$ cat config.mk
export PLATFORM = sky130hd
export DESIGN_NAME = spi_display_sink_flat
export DESIGN_NICKNAME = d
export VERILOG_FILES = /design/src/rtl/spi_display_sink_if.sv /design/src/rtl/spi_display_sink.sv /design/src/flat_wrapper.sv
export SDC_FILE = /design/constraint.sdc
export NUM_CORES = 1
export LEC_CHECK = 0
export CORE_AREA = 10 10 122 124
export CTS_BUF_LIST = sky130_fd_sc_hd__clkbuf_4 sky130_fd_sc_hd__clkbuf_8
export CTS_CLUSTER_SIZE = 12
export DETAILED_ROUTE_END_ITERATION = 6
export DIE_AREA = 0 0 132 134
export GPL_ROUTABILITY_DRIVEN = 0
export PLACE_DENSITY = 0.63
export SYNTH_ARGS = -nofsm -noshare
export SYNTH_HDL_FRONTEND = slang
export SYNTH_SLANG_ARGS = --single-unit
$ cat constraint.sdc
create_clock -name clk -period 2 [get_ports clk]
set_input_delay 0.4 -clock clk [delete_from_list [all_inputs] [get_ports clk]]
set_output_delay 0.4 -clock clk [all_outputs]
set_load 0.05 [all_outputs]
$ cat src/rtl/spi_display_sink_if.sv
//------------------------------------------------------------------------------
// spi_display_if
// Bundle of the five SSD1306-style 4-wire SPI display link wires.
// Ports (signals):
//   video_rst  - display reset, active-low, asynchronous to the sink clock
//   video_cs   - chip select, active-low
//   video_dc   - 0 = command byte, 1 = data byte
//   video_sclk - SPI clock, mode 0
//   video_mosi - serial data, MSB first
// Modports: master drives the link (display driver), slave receives it.
// Revision: 1.0 - initial release
//------------------------------------------------------------------------------
`default_nettype none

interface spi_display_if;
  logic video_rst;
  logic video_cs;
  logic video_dc;
  logic video_sclk;
  logic video_mosi;

  modport master (
    output video_rst,
    output video_cs,
    output video_dc,
    output video_sclk,
    output video_mosi
  );

  modport slave (
    input video_rst,
    input video_cs,
    input video_dc,
    input video_sclk,
    input video_mosi
  );
endinterface

`default_nettype wire

$ cat src/rtl/spi_display_sink.sv
//------------------------------------------------------------------------------
// spi_display_sink
// Receive-side model of an SSD1306-style 4-wire SPI display link. Samples the
// link on clk, assembles bytes, decodes the command stream (including column
// and page address windows) and emits byte-wide framebuffer writes.
// Ports:
//   clk, rst_n       - system clock, synchronous active-low reset
//   video            - SPI link (slave modport)
//   fb_we/fb_col/fb_page/fb_data - one-cycle framebuffer write
//   cmd_valid/cmd_param/cmd_byte - one-cycle strobe per command-stream byte
//   display_on, contrast          - decoded display state
//   frame_done       - strobe on the write that wraps the whole window
// Revision: 1.0 - initial release
//------------------------------------------------------------------------------
`default_nettype none

module spi_display_sink #(
  parameter int COLS  = 128,
  parameter int PAGES = 8
) (
  input  wire logic                     clk,
  input  wire logic                     rst_n,
  spi_display_if.slave                  video,
  output logic                          fb_we,
  output logic [$clog2(COLS)-1:0]       fb_col,
  output logic [$clog2(PAGES)-1:0]      fb_page,
  output logic [7:0]                    fb_data,
  output logic                          cmd_valid,
  output logic                          cmd_param,
  output logic [7:0]                    cmd_byte,
  output logic                          display_on,
  output logic [7:0]                    contrast,
  output logic                          frame_done
);

  localparam int COL_W  = $clog2(COLS);
  localparam int PAGE_W = $clog2(PAGES);
  localparam logic [COL_W-1:0]  COL_LAST  = COL_W'(COLS - 1);
  localparam logic [PAGE_W-1:0] PAGE_LAST = PAGE_W'(PAGES - 1);

  typedef enum logic [1:0] {
    ST_IDLE   = 2'd0,
    ST_PARAM1 = 2'd1,
    ST_PARAM2 = 2'd2
  } state_t;

  // ---------------------------------------------------------------------------
  // Input conditioning: 2-flop synchronizers, packed {rst,cs,dc,sclk,mosi}.
  // The synced display reset starts asserted so the parser stays in reset
  // until a clean high level has propagated through the synchronizer.
  // ---------------------------------------------------------------------------
  logic [4:0] sync1, sync2;

  always_ff @(posedge clk) begin
    if (!rst_n) begin
      sync1 <= 5'b01000;
      sync2 <= 5'b01000;
    end else begin
      sync1 <= {video.video_rst, video.video_cs, video.video_dc,
                video.video_sclk, video.video_mosi};
      sync2 <= sync1;
    end
  end

  logic rst_s, cs_s, dc_s, sclk_s, mosi_s;
  assign {rst_s, cs_s, dc_s, sclk_s, mosi_s} = sync2;

  // Protocol reset: either the system reset or the display reset line.
  logic proto_rst;
  assign proto_rst = !rst_n || !rst_s;

  // The edge register tracks sclk even during a display reset, so a link
  // released with sclk high cannot fake a rising edge.
  logic sclk_d;
  always_ff @(posedge clk) begin
    if (!rst_n) sclk_d <= 1'b0;
    else        sclk_d <= sclk_s;
  end

  logic sclk_rise;
  assign sclk_rise = sclk_s && !sclk_d;

  // ---------------------------------------------------------------------------
  // Bit assembly. Only the seven most recent bits need storing; the eighth
  // comes straight from the synchronizer when the byte completes.
  // ---------------------------------------------------------------------------
  logic [6:0] shreg;
  logic [2:0] bitcnt;
  logic       byte_rdy;
  logic [7:0] byte_val;
  logic       byte_dc;

  always_ff @(posedge clk) begin
    if (proto_rst) begin
      shreg    <= '0;
      bitcnt   <= '0;
      byte_rdy <= 1'b0;
      byte_val <= '0;
      byte_dc  <= 1'b0;
    end else begin
      byte_rdy <= 1'b0;
      if (cs_s) begin
        shreg  <= '0;
        bitcnt <= '0;
      end else if (sclk_rise) begin
        shreg  <= {shreg[5:0], mosi_s};
        bitcnt <= bitcnt + 3'd1;      // wraps to 0 after the 8th bit
        if (bitcnt == 3'd7) begin
          byte_rdy <= 1'b1;
          byte_val <= {shreg, mosi_s};
          byte_dc  <= dc_s;
        end
      end
    end
  end

  // ---------------------------------------------------------------------------
  // Parser FSM and write-pointer advance
  // ---------------------------------------------------------------------------
  state_t            state, state_next;
  logic [7:0]        opcode;
  logic [COL_W-1:0]  p1;
  logic [COL_W-1:0]  col_start, col_end, col_ptr, col_next;
  logic [PAGE_W-1:0] page_start, page_end, page_ptr, page_next;
  logic              wrap;
  logic              one_param_op;
  logic              disp_int;
  logic [7:0]        contrast_int;

  always_comb begin
    one_param_op = 1'b0;
    case (byte_val)
      8'h20, 8'h81, 8'h8D, 8'hA8, 8'hD3,
      8'hD5, 8'hD9, 8'hDA, 8'hDB: one_param_op = 1'b1;
      default:                    one_param_op = 1'b0;
    endcase
  end

  always_ff @(posedge clk) begin
    if (proto_rst) state <= ST_IDLE;
    else           state <= state_next;
  end

  always_comb begin
    state_next = state;
    if (byte_rdy) begin
      if (byte_dc) begin
        // A data byte aborts any command in progress.
        state_next = ST_IDLE;
      end else begin
        case (state)
          ST_IDLE: begin
            if (byte_val == 8'h21 || byte_val == 8'h22 || one_param_op)
              state_next = ST_PARAM1;
          end
          ST_PARAM1: begin
            state_next = (opcode == 8'h21 || opcode == 8'h22) ? ST_PARAM2 : ST_IDLE;
          end
          default: state_next = ST_IDLE;
        endcase
      end
    end
  end

  // Pointer advance: column first, then page; wrap back to the window start.
  // Windows with start > end simply count modulo until they reach end.
  always_comb begin
    col_next  = col_ptr;
    page_next = page_ptr;
    wrap      = 1'b0;
    if (col_ptr != col_end) begin
      col_next = col_ptr + 1'b1;
    end else begin
      col_next = col_start;
      if (page_ptr != page_end) begin
        page_next = page_ptr + 1'b1;
      end else begin
        page_next = page_start;
        wrap      = 1'b1;
      end
    end
  end

  always_ff @(posedge clk) begin
    if (proto_rst) begin
      fb_we        <= 1'b0;
      fb_col       <= '0;
      fb_page      <= '0;
      fb_data      <= '0;
      frame_done   <= 1'b0;
      cmd_valid    <= 1'b0;
      cmd_param    <= 1'b0;
      cmd_byte     <= '0;
      opcode       <= '0;
      p1           <= '0;
      col_start    <= '0;
      col_end      <= COL_LAST;
      col_ptr      <= '0;
      page_start   <= '0;
      page_end     <= PAGE_LAST;
      page_ptr     <= '0;
      disp_int     <= 1'b0;
      contrast_int <= 8'h7F;
      display_on   <= 1'b0;
      contrast     <= 8'h7F;
    end else begin
      fb_we      <= 1'b0;
      frame_done <= 1'b0;
      cmd_valid  <= 1'b0;
      if (byte_rdy) begin
        if (byte_dc) begin
          fb_we      <= 1'b1;
          fb_col     <= col_ptr;
          fb_page    <= page_ptr;
          fb_data    <= byte_val;
          frame_done <= wrap;
          col_ptr    <= col_next;
          page_ptr   <= page_next;
        end else begin
          cmd_valid <= 1'b1;
          cmd_param <= (state != ST_IDLE);
          cmd_byte  <= byte_val;
          case (state)
            ST_IDLE: begin
              opcode <= byte_val;
              if (byte_val[7:1] == 7'h57)   // 0xAE / 0xAF
                disp_int <= byte_val[0];
            end
            ST_PARAM1: begin
              p1 <= byte_val[COL_W-1:0];
              if (opcode == 8'h81)
                contrast_int <= byte_val;
            end
            ST_PARAM2: begin
              if (opcode == 8'h21) begin
                col_start <= p1;
                col_end   <= byte_val[COL_W-1:0];
                col_ptr   <= p1;
              end else begin
                page_start <= p1[PAGE_W-1:0];
                page_end   <= byte_val[PAGE_W-1:0];
                page_ptr   <= p1[PAGE_W-1:0];
              end
            end
            default: ;
          endcase
        end
      end
      // Visible state trails the internal copy by one cycle, so the effect
      // appears in the cycle after the completing byte's cmd_valid.
      display_on <= disp_int;
      contrast   <= contrast_int;
    end
  end

endmodule

`default_nettype wire

$ cat src/flat_wrapper.sv
// flat-port wrapper written by rule: the top's interface ports become plain ports
module spi_display_sink_flat 
#(
  parameter int COLS  = 128,
  parameter int PAGES = 8
)
  (clk, rst_n, fb_we, fb_col, fb_page, fb_data, cmd_valid, cmd_param, cmd_byte, display_on, contrast, frame_done, video_video_rst, video_video_cs, video_video_dc, video_video_sclk, video_video_mosi);
  spi_display_if video_i ();
  input  wire logic clk;
  input  wire logic rst_n;
  output logic fb_we;
  output logic [$clog2(COLS)-1:0] fb_col;
  output logic [$clog2(PAGES)-1:0] fb_page;
  output logic [7:0] fb_data;
  output logic cmd_valid;
  output logic cmd_param;
  output logic [7:0] cmd_byte;
  output logic display_on;
  output logic [7:0] contrast;
  output logic frame_done;
  input wire logic [$bits(video_i.video_rst)-1:0] video_video_rst;
  input wire logic [$bits(video_i.video_cs)-1:0] video_video_cs;
  input wire logic [$bits(video_i.video_dc)-1:0] video_video_dc;
  input wire logic [$bits(video_i.video_sclk)-1:0] video_video_sclk;
  input wire logic [$bits(video_i.video_mosi)-1:0] video_video_mosi;
  assign video_i.video_rst = video_video_rst;
  assign video_i.video_cs = video_video_cs;
  assign video_i.video_dc = video_video_dc;
  assign video_i.video_sclk = video_video_sclk;
  assign video_i.video_mosi = video_video_mosi;
  spi_display_sink #(.COLS(COLS), .PAGES(PAGES)) u_core (.clk(clk), .rst_n(rst_n), .video(video_i), .fb_we(fb_we), .fb_col(fb_col), .fb_page(fb_page), .fb_data(fb_data), .cmd_valid(cmd_valid), .cmd_param(cmd_param), .cmd_byte(cmd_byte), .display_on(display_on), .contrast(contrast), .frame_done(frame_done));
endmodule
==> results of run 1 <==
-- timing repair --
item	CTS	global route
cloned	0	0
buffers inserted	0	0
endpoints found under the setup margin	27	9
gates resized for setup	27	9
hold buffers	0	0
endpoints found under the hold margin	0	0
-- power by group through the flow --
| stage | sequential [mW] | clock, mW | combinational [mW] |
|---|---|---|---|
| finish | 2.52 | 2.16 | 0.0545 |
| floorplan | 2.58 | 0 | 0.0287 |
| global route | 2.52 | 2.31 | 0.0600 |
| detailed placement | 2.58 | 0 | 0.0549 |
| global placement | 2.58 | 0 | 0.0538 |
| CTS | 2.52 | 2.21 | 0.0550 |
-- through the flow --
step                      cells  power (mW)  worst slack, ps
after floorplan             537       2.606            340.3
after global placement      744       2.632            140.1
after detailed placement    744       2.634            144.1
after CTS                   775       4.783            1.050
after global routing        775       4.892            1.703
final                       775       4.733            46.62
-- logic make-up after synthesis --
kind of cell | count (synthesis)
AND/OR/NAND/NOR | 216
flip-flops | 126
AO/OA/AOI/OAI | 84
multiplexers | 45
buffers and inverters | 43
XOR/XNOR | 19
adder cells (fa/ha/maj) | 4
-- sequential cells by signal, summed over array words and instances, names as in the netlist, 8 cells and up --
signal               count
u_core.byte_val          8
u_core.contrast          8
u_core.fb_data           8
u_core.contrast_int      8
u_core.cmd_byte          8
u_core.opcode            8
-- metal layers --
| layer | up-vias | global-route usage | share of wire |
|---|---|---|---|
| li1 | 1915 | - | - |
| met1 | 1808 | 0.1576 | 0.46 |
| met2 | 59 | 0.2191 | 0.48 |
| met3 | 17 | 0.04257 | 0.039 |
| met4 | 0 | 0.05686 | 0.016 |
| met5 | - | 0 | 0 |
-- synth_stat cells, types with 2 or more instances --
cell      count  area share
inv_1         5      0.0038
buf_2         6      0.0061
a21oi_1      63       0.064
o21ai_0       3      0.0030
and2_1       12       0.015
nand3_2       2      0.0041
o221ai_1      7       0.012
xnor2_1      11       0.020
nor2b_1       5      0.0064
nand4_1       4      0.0051
nand3_1       6      0.0061
a31oi_1       2      0.0025
dfxtp_1     126        0.51
nand2b_1     16       0.020
mux2i_1      44       0.089
nand2_1     124       0.094
nor2_1       26       0.020
a221oi_1      2      0.0036
xor2_1        8       0.014
nor3_1        6      0.0061
clkbuf_1     28       0.021
ha_1          4       0.010
buf_4         2      0.0030
and3_1        4      0.0051
-- worst paths after layout --
kind / startpoint / end / slack (ps) / cells past startpoint
worst max-delay path: u_core.contrast[1] / contrast[1] / 50 / 1
worst min-delay path: u_core.sync1[3] / u_core.sync2[3] / 410 / 1
worst max register to register: u_core.byte_dc / u_core.contrast_int[2] / 240 / 5
worst min register to register: u_core.sync1[3] / u_core.sync2[3] / 410 / 1
-- worst reg2reg max path, cell delays in order, from the launching register on --
cell	delay (ps)
dfxtp_1	470
nor2b_1	370
and3_1	250
nand3_2	240
mux2i_1	240
nand2_1	70
-- layout make-up --
| class | instances | share of cell area |
|---|---|---|
| well taps | 172 | 0.03564 |
| inverters | 5 | 0.003108 |
| flip-flops and latches | 126 | 0.4177 |
| clock buffers | 18 | 0.04103 |
| multi-input cells | 368 | 0.3678 |
| repair buffers | 73 | 0.1113 |
| clock inverters | 13 | 0.02341 |
==> results.ini, run 1 <==
[status]
outcome=completed

[timing]
setup_viol=0
maximum_clock_skew_at_final_layout_ps=11.45
timing.final.crit_share=0.9767
timing_worst_slew_pin_value_ps=609.8
report.final.slew_viol_count=0
min_period_ps=1953
unrepaired_setup_endpoints_after_global_routing=false
hold-worst-slack_ps=412.2
slew_headroom=0.5929
max_clk_rate_mhz=511.9
totalNegativeSetupSlack_ps=0
timing_hold_violations_final=0

[logic_synthesis]
synth-async-reset-ratio=0
combinational_family_with_the_most_area_after_synthesis=simple AND/OR/NAND/NOR gates
post_synth_fa_ha_maj_area_fraction=0.01016
mappedNetlistNets=548
synthesis_stage_register_bit_count=126
synth-simple-area-share=0.2098
syn_avg_cell_area_um2=9.173
mappedNetlistArea_mm2=0.004926
synth_compound_gate_area_share=0.1049
yosys_warnings=0
part_of_the_yosys_area_used_for_sequential_elements=0.5121
number_of_synthesized_flops_with_an_enable_pin=0
synthFlopType=dfxtp_1
netlist_instances=537
synth.lib_cells_used.distinct=45
synth.area.mux_share=0.09169
synth_xor_area_frac=0.03378

[critical_path]
timing.critical_path.fanout_max=1
arrival_ps=1550
crit_path_max_incr_delay_ps=800
worst_setup_path_end_kind=output port
timing.critical_path.cells=clkdlybuf4s50_1
critical_path.top_delay_family=buffers and inverters
crit_type=flop to output port
critical_path_buf_inv_count=1
critical_path.slowest_cell=clkdlybuf4s50_1
cp.required_ps=1600
startpoint_type=flop

[floorplan]
dieWidth_um=132
design.die.area_mm2=0.01769
effective_utilization_at_floorplan=0.3952
floorplan.io_pins=46
rows=41
floorplan.core_area_mm2=0.01247
die_h_um=134

[power]
total_leakage_power_nw=2.386
power.switching_fraction=0.2230
share_comb_of_total_power=0.012
net-switching-power_mw=1.055
power.share.sequential=0.533
power.clock.fraction=0.456
max-vdd-ir-drop_uv=520.4
p_int_mw=3.678
power_density_mw_per_mm2=783.9

[grt]
grt-ovfl-total=0
antenna_found_initial=0
globalRouteTotalUtil=0.1336
grt_max_degree=42
first_global_vias=3825
grt_first_pass_wirelength_um=19380

[clock_network]
tritoncts=built
clk_root_buffer_cell=clkbuf_8
numClockSinks=126
ctsHtreeMaxLevel=4
cts_inserted_buffers=17
cts.path.max_buffers=2
clk_latency_ps=450
clock_pin_slew_of_the_registers_on_the_worst_case_setup_and_hold_paths_ps=70

[placed_design]
io_buffers=45
placement.cell_area_mm2=0.005660
dp_hpwl_um=7791

[route]
routed-via-count=3799
detailedRoute.firstIterationViolations=245
post_drt_via_cell_ratio=4.902
wl_um=11340
post-route-drc-count=0
ant_nets=0
detail_route.wl_per_cell_um=14.63
drt_pre_antenna_iters=4

[run]
cap_viol_max_count=0

[cells_and_area]
post_route_utilization=0.4844
synthToLayoutAreaGrowth_pct=22.58
stdcell_area_mm2=0.006038
filler_cell_count=1185
seqCellArea_mm2=0.002522
multi_input_comb_area_mm2=0.002221
diodes=0
layout_commonest_cell=dfxtp_1
most_used_cells_in_the_layout_excluding_fill_and_tap_cells=dfxtp_1, nand2_1, a21oi_1
share_of_final_layout_standard_cells_stronger_than_drive_strength_1=0.1194
final_nets=602

[hold_path]
class_of_the_tightest_hold_or_removal_check=flop to flop

No activity file was read; power rests on OpenSTA's default activity.
==> run 2: changes to the inputs <==
PLACE_DENSITY = 0.62   (was 0.63)
==> results.ini, run 2 (synthesized netlist as in run 1, its figures left out) <==
[route]
post-route-drc-count=0
detailedRoute.firstIterationViolations=153
ant_nets=0
post_drt_via_cell_ratio=4.813
drt_pre_antenna_iters=4
detail_route.wl_per_cell_um=14.43
routed-via-count=3740
wl_um=11210

[hold_path]
min-delay-start=u_core.sync1[3]
class_of_the_tightest_hold_or_removal_check=flop to flop
worst_hold_path.endpoint=u_core.sync2[3]
whs_path_depth=1

[clock_network]
clock_pin_slew_of_the_registers_on_the_worst_case_setup_and_hold_paths_ps=70
clk_latency_ps=440
numClockSinks=126
tritoncts=built
cts_inserted_buffers=17
ctsHtreeMaxLevel=4
clk_root_buffer_cell=clkbuf_8
cts_setup_buffers=0
cts.path.max_buffers=2

[timing]
slew_headroom=0.5951
timing.final.crit_share=0.9740
timing_hold_violations_final=0
report.final.slew_viol_count=0
setup_viol=0
maximum_clock_skew_at_final_layout_ps=10.77
max_clk_rate_mhz=513.4
totalNegativeSetupSlack_ps=0
min_period_ps=1948
unrepaired_setup_endpoints_after_global_routing=false
timing_worst_slew_pin_value_ps=606.5

[critical_path]
critical_path.top_delay_family=buffers and inverters
crit_path_max_incr_delay_ps=800
critical_path.slowest_cell=clkdlybuf4s50_1
worst_setup_path_end_kind=output port
r2r_cells=5
critical_path_buf_inv_count=1
crit_type=flop to output port
reg2reg_slack_ps=210
worstReg2RegStart=u_core.opcode[2]
cp.required_ps=1600
regToRegEndpoint=u_core.page_ptr[0]
startpoint_type=flop
timing.critical_path.cells=clkdlybuf4s50_1
arrival_ps=1550
timing.critical_path.fanout_max=1

[power]
total_leakage_power_nw=2.390
max-vdd-ir-drop_uv=388.5
power_density_mw_per_mm2=805.9

[floorplan]
design.die.area_mm2=0.01769
rows=41
floorplan.io_pins=46
floorplan.core_area_mm2=0.01247
dieWidth_um=132
die_h_um=134
effective_utilization_at_floorplan=0.3952

[status]
outcome=completed

[grt]
grt_first_pass_wirelength_um=18650
grt-ovfl-total=0
antenna_found_initial=0
grt_max_degree=35
first_global_vias=3795
globalRouteTotalUtil=0.1294

[placed_design]
io_buffers=45
dp_hpwl_um=7897
place.detailed.instances=745

[cells_and_area]
final_nets=603
most_used_cells_in_the_layout_excluding_fill_and_tap_cells=dfxtp_1, nand2_1, a21oi_1
share_of_final_layout_standard_cells_stronger_than_drive_strength_1=0.1207
layout_commonest_cell=dfxtp_1
layout.cells.non_filler=777
diodes=0
synthToLayoutAreaGrowth_pct=23.06

[run]
cap_viol_max_count=0

==> run 2: cell types whose count changed in the layout (fill, tap and decap cells not counted), moves of 3 or more <==
| cell | previous run | this run |
|---|---|---|
| clkbuf_4 | 0 | 3 |
| clkinvlp_4 | 3 | 0 |
| clkinv_4 | 3 | 0 |
| clkbuf_8 | 18 | 24 |
| dlymetal6s2s_1 | 9 | 5 |
| clkdlybuf4s50_1 | 8 | 11 |
==> run 2: cell type report <==
type | count | area [um^2]
fill | 1211 | 6404
sequential | 126 | 2522
multi-input combinational | 368 | 2221
timing repair buffer | 74 | 656.9
clock buffer | 27 | 352.8
tap | 172 | 215.2
clock inverter | 5 | 75.07
inverter | 5 | 18.77
==> run 2: stage by stage <==
stage	setup WS (ps)	power (mW)	hold slack, ps	instance area [um^2]	util
floorplan	340.3	2.606	386.3	4926	-
global placement	255.2	2.632	388.7	5658	0.4539
detailed placement	178.4	2.634	421.1	5658	0.4539
CTS	0.3533	4.934	439.8	6050	0.4853
global route	5.589	5.034	451.8	6062	0.4863
finish	52.04	4.886	429.5	6062	0.4863
==> run 2: layer usage <==
metal | part of all wire | track usage | wire (um)
met5 | 0 | 0 | 0
met4 | 0.013 | 0.05253 | 142
met3 | 0.039 | 0.04033 | 434
met2 | 0.50 | 0.2236 | 5570
met1 | 0.45 | 0.1451 | 5062
==> run 2: what timing repair did <==
item	CTS	global route
setup endpoints to repair	29	5
hold buffers	0	0
gates resized for setup	29	5
==> run 2: report_power, final <==
group / switching, mW / total (mW) / leakage, nW / internal (mW)
registers: 0.00361 / 2.52 / 1.02 / 2.52
logic: 0.0293 / 0.0543 / 1.15 / 0.0250
clock network: 0.931 / 2.31 / 0.226 / 1.38
total: 0.964 / 4.89 / 2.39 / 3.92
==> run 2: worst max path at each step <==
| stage | startpoint | end | slack (ps) | cells past startpoint |
|---|---|---|---|---|
| final | u_core.contrast[6] | contrast[6] | 50 | 1 |
| after global routing | u_core.contrast[6] | contrast[6] | 6 | 1 |
| after CTS | u_core.contrast[0] | contrast[0] | 0.4 | 1 |
| after detailed placement | rst_n | u_core.state[1] | 180 | 6 |
| after global placement | rst_n | u_core.state[1] | 260 | 6 |
| after floorplan | u_core.byte_val[4] | u_core.state[0] | 340 | 6 |
==> run 3: changes to the inputs <==
GPL_ROUTABILITY_DRIVEN = default   (was 0)
==> results of run 3 <==
Same layout as run 2: the final DEF is identical, and so are final timing and power.
